`config.mk`:
```
export PLATFORM = sky130hd
export DESIGN_NAME = hazard_ctrl_mc
export DESIGN_NICKNAME = d
export VERILOG_FILES = /design/src/rtl/hazard_ctrl_mc.sv
export SDC_FILE = /design/constraint.sdc
export NUM_CORES = 1
export LEC_CHECK = 0
export ABC_AREA = 1
export CAP_MARGIN = 20
export CORE_AREA = 3 3 75 91
export DETAILED_ROUTE_END_ITERATION = 6
export DIE_AREA = 0 0 78 94
export HOLD_SLACK_MARGIN = 0.08
export MAX_ROUTING_LAYER = met4
export PLACE_DENSITY = 0.64
export SYNTH_ARGS = -nofsm -noshare
export SYNTH_HDL_FRONTEND = slang
export SYNTH_SLANG_ARGS = --single-unit
```
`constraint.sdc`:
```
create_clock -name clk -period 1.6 [get_ports clk]
set_clock_uncertainty 0.15 [all_clocks]
set_input_delay 0.32 -clock clk [delete_from_list [all_inputs] [get_ports clk]]
set_output_delay 0.32 -clock clk [all_outputs]
set_load 0.01 [all_outputs]
```
`src/rtl/hazard_ctrl_mc.sv`:
```
// Hazard/forwarding controller: M/W forwarding, load-use/branch/MDU interlocks, saturating stall counter.
// Combinational outputs are valid the same cycle; the MDU FSM and stall counter are registered. Optional D-stage branch support is enabled by HAZ_BRANCH_FWD_EN.
module hazard_ctrl_mc #(
    parameter int REG_AW  = 5,
    parameter int MDU_LAT = 4,
    parameter int CNT_W   = 16
) (
    input  logic              clk,
    input  logic              rst_n,
    input  logic [REG_AW-1:0] rs_d,
    input  logic [REG_AW-1:0] rt_d,
    input  logic [REG_AW-1:0] rs_e,
    input  logic [REG_AW-1:0] rt_e,
    input  logic [REG_AW-1:0] wreg_e,
    input  logic [REG_AW-1:0] wreg_m,
    input  logic [REG_AW-1:0] wreg_w,
    input  logic              regwr_e,
    input  logic              regwr_m,
    input  logic              regwr_w,
    input  logic              mem2reg_e,
    input  logic              mem2reg_m,
    input  logic              branch_d,
    input  logic              mdu_start_e,
    input  logic              mdu_use_d,
    output logic              forward_ad,
    output logic              forward_bd,
    output logic [1:0]        forward_ae,
    output logic [1:0]        forward_be,
    output logic              stall_f,
    output logic              stall_d,
    output logic              flush_e,
    output logic              mdu_busy,
    output logic [CNT_W-1:0]  stall_cnt
);
    localparam int MCW = $clog2(MDU_LAT + 1);
    localparam logic [MCW-1:0] LAT_V = MCW'(MDU_LAT);

    typedef enum logic {S_IDLE, S_BUSY} state_t;

    state_t           r_state, w_state_nxt;
    logic [MCW-1:0]   r_mcnt, w_mcnt_nxt;
    logic [CNT_W-1:0] r_stall_cnt;

    logic w_rs_e_m, w_rs_e_w, w_rt_e_m, w_rt_e_w;
    logic w_lw_stall, w_br_stall, w_mdu_stall, w_stall;

    // M-stage match is checked first so the youngest producer always wins.
    assign w_rs_e_m = (rs_e != '0) && (rs_e == wreg_m) && regwr_m;
    assign w_rs_e_w = (rs_e != '0) && (rs_e == wreg_w) && regwr_w;
    assign w_rt_e_m = (rt_e != '0) && (rt_e == wreg_m) && regwr_m;
    assign w_rt_e_w = (rt_e != '0) && (rt_e == wreg_w) && regwr_w;

    assign forward_ae = w_rs_e_m ? 2'b10 : (w_rs_e_w ? 2'b01 : 2'b00);
    assign forward_be = w_rt_e_m ? 2'b10 : (w_rt_e_w ? 2'b01 : 2'b00);

    assign w_lw_stall = mem2reg_e && (wreg_e != '0) && ((wreg_e == rs_d) || (wreg_e == rt_d));

`ifdef HAZ_BRANCH_FWD_EN
    assign forward_ad = (rs_d != '0) && (rs_d == wreg_m) && regwr_m;
    assign forward_bd = (rt_d != '0) && (rt_d == wreg_m) && regwr_m;
    assign w_br_stall = branch_d &&
        ((regwr_e && (wreg_e != '0) && ((wreg_e == rs_d) || (wreg_e == rt_d))) ||
         (mem2reg_m && (wreg_m != '0) && ((wreg_m == rs_d) || (wreg_m == rt_d))));
`else
    logic w_unused;
    assign w_unused   = branch_d ^ mem2reg_m;
    assign forward_ad = 1'b0;
    assign forward_bd = 1'b0;
    assign w_br_stall = 1'b0;
`endif

    assign mdu_busy    = (r_state == S_BUSY);
    assign w_mdu_stall = mdu_use_d && (mdu_busy || mdu_start_e);
    assign w_stall     = w_lw_stall || w_br_stall || w_mdu_stall;

    assign stall_f   = w_stall;
    assign stall_d   = w_stall;
    assign flush_e   = w_stall;
    assign stall_cnt = r_stall_cnt;

    // A start in BUSY reloads the full latency so back-to-back ops chain.
    always_comb begin
        w_state_nxt = r_state;
        w_mcnt_nxt  = r_mcnt;
        case (r_state)
            S_IDLE: begin
                if (mdu_start_e) begin
                    w_state_nxt = S_BUSY;
                    w_mcnt_nxt  = LAT_V;
                end
            end
            S_BUSY: begin
                if (mdu_start_e) begin
                    w_mcnt_nxt = LAT_V;
                end else if (r_mcnt == MCW'(1)) begin
                    w_state_nxt = S_IDLE;
                    w_mcnt_nxt  = '0;
                end else begin
                    w_mcnt_nxt = r_mcnt - MCW'(1);
                end
            end
            default: begin
                w_state_nxt = S_IDLE;
                w_mcnt_nxt  = '0;
            end
        endcase
    end

    always_ff @(posedge clk or negedge rst_n) begin
        if (!rst_n) begin
            r_state <= S_IDLE;
            r_mcnt  <= '0;
        end else begin
            r_state <= w_state_nxt;
            r_mcnt  <= w_mcnt_nxt;
        end
    end

    always_ff @(posedge clk or negedge rst_n) begin
        if (!rst_n) begin
            r_stall_cnt <= '0;
        end else if (w_stall && (r_stall_cnt != '1)) begin
            r_stall_cnt <= r_stall_cnt + CNT_W'(1);
        end
    end
endmodule

```
==> reports/summary.md, run 1 <==
The power density over cell area was 658 mW/mm2; the residual overflow from global routing was 0. The repair_antennas step left the layout with diodes totalling 0. Setup repair after global routing could not meet its margin everywhere. Post-route minimum period: 1.70 ns. Broken down by cell family, the worst path's largest delay share belongs to simple AND/OR/NAND/NOR gates. The share of the yosys chip area belonging to registers is 28.3%. Entering global routing, the biggest net connects 24 pins. The logs give 40 for the DRC violation total after the first TritonRoute iteration and 1 for the maximum level of the CTS H-tree.

Layout filler cell count: 637. The floorplan has 31 rows. The die width was 78 um. Sorting the synthesized cells by area gives the leading types as dfrtp_1 28%, nand2_1 18%, inv_1 7.2%. The highest fanout seen on the critical path came out at 2. Synthesis handed over a netlist of 266 instances. For this block, the routed nets add up to 5.11 mm of wire. Among all stages on the critical path, the largest delay is contributed by nor3_1. For the final hold slack, the log shows 0.255 ns. The final hold violation count came out at 0. The biggest cell delay along the critical path was 0.17 ns; the proportion of netlist area held by the largest area contributor was 28.3%.

The clock-pin slew of the registers on the worst-case setup and hold paths was 0.07 ns. The tools report the worst-case setup margin in the final layout as -0.0990 ns. The run gives 1.23 ns as the endpoint arrival time on the critical path.

In this run the count of I/O pins placed on the die edge is 71. Before antenna repair, the detailed router went through 4 iterations. The worst setup path is captured at an output port. The main flop type after synthesis was dfrtp_1.

Static timing analysis puts the maximum clock frequency at 589 MHz. The cell count of the worst reg-to-reg path works out to 8. The placed instances occupy a cell area of 0.00258 mm2. The die area is 0.00733 mm2, and the number of flip-flops and latches in the synthesized netlist is 20. For this design the static power due to leakage is 1.55 nW. The final route contains 1,962 vias. The run finished, with violations left. The number of warning messages in the yosys log is 0, and the number of global-route vias before repair is 1,904. After detailed routing, the number of vias per cell comes to 4.41.

With fillers left out, the area of the finished cells amounts to 0.00287 mm2. The tools report the number of max-slew violations in the final report as 0. Walking the worst path, the cells encountered are buf_8 -> xor2_1 -> nor3_1 -> nand4_1 -> nor3_2 -> nor2_1 -> buf_2. VDD sags by at most 348 uV. The detail-routed net length per standard cell is 11.5 um, and the async set or reset register ratio after synthesis is 100%. The final count of negative-setup-slack endpoints is 8.

Input and output buffers added on the ports amount to 65. The path class of the tightest hold or removal check is input port to asynchronous set/reset pin. The tools report the critical path data required time as 1.13 ns.

Net total in the final layout: 413. The number of antenna violations at the first check in global routing is 0, and the maximum buffer depth of the clock tree is 2. The run gives 0 as the max-capacitance violation count. Counting flops with a built-in enable in the synthesized netlist gives 0. Global routing consumed, over all layers together, 13.7% of the routing resources. Of all cell types, the one taking the most synthesized area is dfrtp_1. The path length in cells of the critical path works out to 7. The fraction of the cycle the final worst path needs works out to 106%.

Setup TNS: -0.297 ns. The startpoint type of the worst setup path was an input port. From synthesis to final layout, the design area changed by 62.4%. The logs give 0 for the DRC violation count after routing and 3 for the total clock buffers created by CTS. Clock tree synthesis found a total of 20 sinks. After synthesis, the mean cell area works out to 6.64 um2. Once detail routing completed, the nets flagged for antenna violations numbered 0. The initial utilization of the core area, before any placement, comes to 29.2%. The cell with the most instances after synthesis was nand2_1. CTS placed an instance of clkbuf_8 at the clock tree root. Cells with a size suffix above 1 make up 43.0% of the layout. TritonCTS built the clock tree. In this run the standard cell core region covers 0.00605 mm2. Measured along the y axis, the die boundary spans 94 um.

At the end of routability-driven placement, the weighted congestion stood at 0.918. For the wire length of the first global-routing pass, the log shows 8.07 mm. The area of the mapped netlist was 0.00177 mm2.

The commonest cells after synthesis are 87 x nand2_1, 34 x inv_1, 25 x nand3_1. The later pin in the worst-skew pair is clocked with a latency of 0.25 ns. Critical path start-end classification: input port to output port. Detailed placement finished with a half-perimeter wire length of 3.80 mm. Counting both buffers and inverters, the worst setup path holds a total of 2. The final reports fail on setup timing. The number of distinct library cells after synthesis was 31.
area by class of cell:
type,count,area [um2],area share [%]
sequential,20,503,17.5
clock buffer,3,41.3,1.44
tap,82,103,3.58
multi-input combinational,195,1250,43.5
inverter,43,164,5.72
timing repair buffer,102,808,28.2
stage by stage:
| stage | util (%) | cells | power, mW | worst slack (ns) |
|---|---|---|---|---|
| after global placement | 42.7 | 423 | 1.47 | -0.878 |
| after CTS | 44.8 | 438 | 1.84 | -0.142 |
| after floorplan | - | 267 | 1.09 | 0.00762 |
| after detailed placement | 42.7 | 423 | 1.50 | -0.935 |
| after global routing | 47.4 | 445 | 2.03 | -0.171 |
| final | 47.4 | 445 | 1.89 | -0.0990 |
flip-flops by register name (all words and copies together), names as in the netlist:
register and cells:
stall_cnt 16, mdu_busy 1, r_mcnt 3
layout by cell type, fill, tap and decap left out, types with 4 or more instances in the layout:
| cell | synthesis | layout |
|---|---|---|
| inv_1 | 34 | 24 |
| inv_2 | 7 | 17 |
| nor2_1 | 15 | 13 |
| nand3_2 | 1 | 15 |
| buf_4 | 6 | 36 |
| buf_6 | 3 | 11 |
| o21ai_1 | 0 | 4 |
| nand3_1 | 25 | 11 |
| nor2_2 | 5 | 5 |
| nand2_4 | 0 | 5 |
| xnor2_1 | 11 | 9 |
| clkbuf_2 | 0 | 9 |
| nand2_2 | 6 | 10 |
| dfrtp_1 | 20 | 18 |
| dlygate4sd2_1 | 0 | 20 |
| nand2_1 | 87 | 78 |
| buf_2 | 0 | 16 |
| nor3_1 | 9 | 4 |
| xor2_1 | 8 | 8 |
worst reg2reg max path, cell delays in order (launching register included):
cell     delay (ns)
dfrtp_1        0.40
nand2_1        0.09
inv_2          0.08
nand2_2        0.06
nor2_4         0.16
nand4_4        0.22
buf_6          0.21
nand3_2        0.07
nand2_2        0.05
path summary, 6_finish.rpt:
path                                    start       endpoint  slack, ns
worst max-delay path                wreg_m[0]  forward_be[0]       -0.1
worst min-delay path                    rst_n   stall_cnt[1]       0.26
worst max register to register   stall_cnt[4]   stall_cnt[0]      -0.02
worst min register to register  stall_cnt[14]  stall_cnt[14]       0.38
max in group asynchronous               rst_n   stall_cnt[8]       0.81
min in group clk                  mdu_start_e       mdu_busy       0.29
timing repair:
action	in CTS	in global routing
pin swaps	46	52
gates cloned	0	0
setup buffers	12	8
endpoints found under the setup margin	40	23
gates resized for setup	194	72
hold buffers	0	0
routing by layer:
metal | global-route usage [%] | vias up | part of all wire, %
li1 | - | 1019 | -
met4 | 3.79 | 0 | 1.4
met2 | 25.1 | 43 | 54
met1 | 15.6 | 894 | 40
met5 | - | - | 0
met3 | 1.82 | 6 | 4.3
power by group:
group / switching, mW / internal (mW)
combinational: 0.450 / 0.453
clock: 0.152 / 0.167
sequential: 0.0683 / 0.596
logic make-up (layout without fill, tap and decap cells):
group,count (synthesis),count (layout),synth area share [%]
simple gates,156,156,40.7
other cells,1,2,0.212
compound gates,15,15,5.60
flops,20,20,28.3
fa+ha+maj,3,3,2.13
xor+xnor,19,19,9.43
buf+inv,52,148,13.6
(Power assumes the default switching activity.)
==> run 2, diff against run 1 <==
--- a/config.mk
+++ b/config.mk
@@ -7,9 +7,9 @@
 export LEC_CHECK = 0
 export ABC_AREA = 1
 export CAP_MARGIN = 20
-export CORE_AREA = 3 3 75 91
+export CORE_AREA = 2 2 74 90
 export DETAILED_ROUTE_END_ITERATION = 6
-export DIE_AREA = 0 0 78 94
+export DIE_AREA = 0 0 76 92
 export HOLD_SLACK_MARGIN = 0.08
 export MAX_ROUTING_LAYER = met4
 export PLACE_DENSITY = 0.64
==> run 2 against run 1 <==
Compared with the run above:
- largest power group unchanged
- wire length increased by 1.0%
- combinational power increased by 11%
- worst hold slack got worse by 0.0042 ns
- the flow still finishes with violations (setup timing)
- global-route usage grew 0.99 points
- non-clock buffer count increased by 6
- final cell count rose by 2.2%
- critical endpoint is now forward_ae[0]
- register-to-register slack improved by 0.03 ns
==> reports/summary.md, run 2 (synthesized netlist as in run 1, its figures left out) <==
The worst path uses 104% of the clock period. The final count of negative-setup-slack endpoints was 6. Leaving out fill and tap cells, the most frequent cell in the layout is nand2_1. The DRC violation count after routing was 0. The largest vdd supply drop was 353 uV; the via total after detailed routing was 2,045. The worst setup path is of the input port to output port kind.

Counting stages on the worst path, the most repeated cell is nor2_1. The final core utilization was 48.4%; the residual overflow from global routing was 0. The share of final-layout standard cells stronger than drive strength 1 works out to 45.1%. After the last flow step, the layout net total stands at 419.

Relative to the synthesized area, the layout overhead comes to 70.0%. In this run the vertical extent of the chip is 92 um. For the worst-case setup margin in the final layout, the log shows -0.0602 ns. The DRC violation total after the first TritonRoute iteration came out at 49. Buffers inserted to repair hold after CTS numbered 0.

The all-layer global routing usage is 14.7%. The count of nets left with antenna violations once routing finished came out at 0. The repair_antennas step left the layout with diodes totalling 0.

For this design the top-level I/O count stands at 71. The register with the most flip-flops in the layout has 16 of them. The cell class contributing the biggest share of worst-path delay was simple AND/OR/NAND/NOR gates.

The ratio of routed vias to standard cells works out to 4.49. Setup repair after global routing could not meet its margin everywhere. The tools report the pin count of the biggest net entering global routing as 24. The design draws 2.04 mW.

The die covers 0.00699 mm2. The placed instances occupy a cell area of 0.00270 mm2. The worst register-to-register path begins at stall_cnt[1].

For the number of antenna violations at the first check in global routing, the log shows 0. The final reports fail on setup timing. The signal on the critical path passes through buf_6 -> xor2_1 -> nor2_1 -> o2111ai_2 -> nor3_2 -> nor2_1 -> buf_2. For this configuration, the core starts out at a cell density of 28.4%.

The critical path contains buffers and inverters numbering 2 combined. The tools report the final hold violation count as 0. The post-route minimum period works out to 1.66 ns.

The port buffer count is 65, and the number of global-route vias before repair is 2,003. Detailed placement ended at an HPWL of 3.77 mm. The number of max-slew violations in the final report was 0.

The worst setup path is launched from an input port. The number of sinks on the clock net was 20; the design area was 0.00300 mm2. The final non-filler cell total is 455, and the max-capacitance violation count is 0. TritonCTS created 3 clock buffers. The top cell types in the final layout, fill and taps aside, are 81 x nand2_1, 35 x buf_4, 23 x inv_1, 21 x buf_6. The maximum level of the CTS H-tree is 1. For the worst setup path, the data arrival time is 1.19 ns.

The tools report the CTS root buffer as clkbuf_8. Tracing the worst setup path back leads to its startpoint at wreg_m[4]. The path class of the tightest hold or removal check is input port to asynchronous set/reset pin. The later pin in the worst-skew pair is clocked with a latency of 0.26 ns.

Power spread over the standard cell area amounts to 681 mW/mm2. The element type at the critical path end is an output port. STA puts the critical path data required time at 1.13 ns. The leakage component of the power is 1.59 nW, and the wire length of the first global-routing pass is 8.34 mm. The total area inside the core boundary comes to 0.00621 mm2. The initialized floorplan defines 32 standard-cell rows. After detailed routing, the average wire length per cell comes to 11.3 um.

The maximum buffer depth of the clock tree was 2. For this block, the routed nets add up to 5.16 mm of wire. The run finished, with violations left.

The setup TNS is -0.186 ns. The weighted congestion at the end of routability-driven global placement came out at 0.790. The maximum clock rate is 602 MHz. TritonCTS built the clock tree. After detailed placement, the design holds a cell count of 441. The first detailed-routing pass took 4 iterations. The clock-pin slew of the registers on the worst-case setup and hold paths was 0.08 ns. On the worst path, the slowest cell contributes a delay of 0.15 ns. Slowest cell on the critical path: xor2_1.

The highest fanout seen on the critical path was 2. From left edge to right edge, the die measures 76 um.
-- run 2: cell type report --
| cell class | instances | area, um2 |
|---|---|---|
| multi-input combinational | 195 | 1300 |
| tap | 85 | 106 |
| sequential | 20 | 500 |
| clock buffer | 4 | 55.1 |
| fill | 608 | 3200 |
| timing repair buffer | 108 | 872 |
| inverter | 43 | 171 |
-- run 2: final timing paths --
check / end / slack [ns] / cells after the start
max: forward_ae[0] / -0.06 / 7
min: r_mcnt[2] / 0.25 / 2
max reg2reg: stall_cnt[15] / 0.01 / 7
min reg2reg: r_mcnt[0] / 0.43 / 3
max in group asynchronous: stall_cnt[10] / 0.82 / 2
min in group clk: r_mcnt[2] / 0.29 / 3
-- run 2: report_power, final --
group          switching, mW  internal, mW
logic                  0.500         0.499
registers             0.0523         0.595
clock network          0.178         0.219
-- run 2: per-stage QoR --
step,hold WS [ns],setup slack [ns]
global placement,0.390,-0.890
finish,0.251,-0.0602
CTS,0.263,-0.129
global route,0.278,-0.109
floorplan,-0.126,0.00762
detailed placement,0.399,-0.893
-- run 2: repair_timing --
| item | CTS | global route |
|---|---|---|
| gates resized for setup | 201 | 89 |
| setup endpoints to repair | 40 | 23 |
| setup buffers | 8 | 3 |
| pin swaps | 41 | 54 |
-- run 2: per-layer routing --
metal	up-vias	track usage, %	wire length, um
met2	57	27.2	2840
met1	945	15.9	2030
li1	1033	-	-
met3	10	2.26	200
met4	0	5.30	93
met5	-	-	0
==> run 3, diff against run 2 <==
--- a/config.mk
+++ b/config.mk
@@ -13,6 +13,7 @@
 export HOLD_SLACK_MARGIN = 0.08
 export MAX_ROUTING_LAYER = met4
 export PLACE_DENSITY = 0.64
+export SKIP_LAST_GASP = 1
 export SYNTH_ARGS = -nofsm -noshare
 export SYNTH_HDL_FRONTEND = slang
 export SYNTH_SLANG_ARGS = --single-unit
==> run 3 against run 2 <==
Compared with the run above:
- highest routed layer unchanged
- non-clock buffer count unchanged
- utilization shrank 0.24 points
- worst hold slack improved by 0.00092 ns
- power is 0.79% lower
- final cell count unchanged
- combinational power is essentially flat
- the run still ends with setup timing left
- first-iteration DRC count is 6.1% higher
- design area down 0.50%
- critical path depth stayed put
- sequential share of layout area is 0.084 points higher
- sequential cell count stayed put
- die area unchanged
==> reports/summary.md, run 3 (synthesized netlist as in run 1, its figures left out) <==
The cell count after placement is 441, and the power density over cell area is 679 mW/mm2. Once the floorplan was initialized, standard cells occupied 28.4% of the core. The critical path start-end classification is input port to output port. Across every metal layer, demand over resource in global routing totals 14.7%. The clock-pin slew of the registers on the worst-case setup and hold paths was 0.08 ns.

The pin count of the biggest net entering global routing was 24. During I/O placement, the number of pins put on the boundary was 71. The flip-flop count of the largest register, all copies and words added was 16; the post-route minimum period was 1.66 ns. The worst-case setup margin in the final layout was -0.0602 ns. Setup violations remaining at the end of the flow were counted as 6. In this run the standard cell core region covers 0.00621 mm2. The die covers 0.00699 mm2.

The longest clock path from root to sink contains 2 buffers. Of the cells placed in the final design, the portion with a size suffix greater than 1 is 44.6%. After the flow finishes, the layout carries non-filler instances totaling 455.

The worst setup path is captured at an output port. The number of cells on the worst reg-to-reg path is 7. The die width is 76 um, and the via total after detailed routing is 2,029.

In the layout the commonest cells are 81 x nand2_1, 37 x buf_4, 23 x inv_1, 20 x dlygate4sd2_1, 20 x dfrtp_1. The critical path starts at wreg_m[4]. Relative to the synthesized area, the layout overhead comes to 69.2%. The logs give 419 for the net total in the final layout and 351 uV for the largest vdd supply drop. After routing the design area is 0.00299 mm2. The maximum clock rate is 602 MHz. Measured along the y axis, the die boundary spans 92 um. The final hold slack was 0.252 ns. The worst register-to-register path begins at stall_cnt[1]. Number of global-route vias before repair: 2,003.

For this run, the share of the core covered by cells in the final layout is 48.1%. The last element of the critical path is forward_ae[0]. The tools report the maximum level of the CTS H-tree as 1. The design draws 2.03 mW. The root buffer cell chosen for the clock tree is clkbuf_8.

The count of antenna diodes in the layout came out at 0. The run gives 0 as the number of antenna violations at the first check in global routing. Commonest non-fill, non-tap cell in the layout: nand2_1. The run finished, with violations left. The worst hold path belongs to the class input port to asynchronous set/reset pin.

Setup repair after global routing could not meet its margin everywhere. The logs give 32 for the row count and 8.34 mm for the wire length of the first global-routing pass. The wire-length estimate of the detail-placed layout is 3.77 mm. For the critical path data required time, the log shows 1.13 ns. Setup slack after placement: -0.893 ns. The total clock buffers created by CTS was 3.

For this block, the routed nets add up to 5.11 mm of wire. The logs give 0.26 ns for the insertion delay to the later sink of the worst-skew pair and 0.00270 mm2 for the post-placement cell area. The detail-routed net length per standard cell came out at 11.2 um.

The fraction of the cycle the final worst path needs was 104%. The run gives 0 as the DRC violation count after routing. The tools report the number of max-slew violations in the final report as 0. Max-cap violations in this run came to 0.

Clock tree synthesis found a total of 20 sinks. The logs give 1.19 ns for the endpoint arrival time on the critical path and 0.02 ns for the slack of the worst reg-to-reg path. In this run the critical register-to-register path is captured at stall_cnt[15].

The highest fanout seen on the critical path is 2, and the leakage component of the power is 1.58 nW. The checks that failed: setup timing. Once detail routing completed, the nets flagged for antenna violations numbered 0. Using the TritonRoute via totals, the vias-per-cell ratio works out to 4.46. The tools report the DRC violation total after the first TritonRoute iteration as 52. The port buffer count is 65.

The run gives -0.222 ns as the setup TNS. Final hold violation count: 0. TritonCTS built the clock tree. Global routing finished with a remaining overflow of 0. STA classifies the critical path startpoint as an input port. The first detailed-routing pass ran for 4 iterations. At the end of routability-driven placement, the weighted congestion stood at 0.790.
run 3: cell type report:
cell class              count  area, um2
repair buffers            108        870
multi-input cells         195       1280
clock buffers               4       55.1
inverters                  43        171
well taps                  85        106
fillers                   612       3220
flip-flops and latches     20        500
run 3: worst min-delay path by stage:
stage                          to  slack [ns]  cells after the start
finish                  r_mcnt[2]        0.25                      2
global route            r_mcnt[2]        0.28                      2
CTS                  stall_cnt[3]        0.26                      2
detailed placement  stall_cnt[11]        0.40                      2
global placement    stall_cnt[11]        0.39                      2
floorplan                mdu_busy       -0.13                      0
run 3: what timing repair did:
item	4_1_cts	5_1_grt
buffers inserted	8	3
pin swaps	41	52
resized for setup	200	85
hold buffers	0	0
endpoints found under the setup margin	40	23
run 3: power breakdown:
| group | total [mW] | internal, mW | switching [mW] | leakage [nW] |
|---|---|---|---|---|
| Combinational | 0.984 | 0.494 | 0.490 | 1.29 |
| Clock | 0.397 | 0.219 | 0.178 | 0.0288 |
| Sequential | 0.647 | 0.595 | 0.0521 | 0.262 |
| Total | 2.03 | 1.31 | 0.720 | 1.58 |
run 3: per-layer routing:
metal  GRT usage, %  vias up  routed length [um]
met3           2.26        8                 203
met4           5.30        0                  80
met2           27.2       57                2840
met5              -        -                   0
li1               -     1032                   -
met1           15.9      932                1990
run 3: critical path, stage by stage:
cell,delay (ns)
buf_6,0.10
xor2_1,0.15
nor2_1,0.15
o2111ai_2,0.13
nor3_2,0.15
nor2_1,0.05
buf_2,0.13
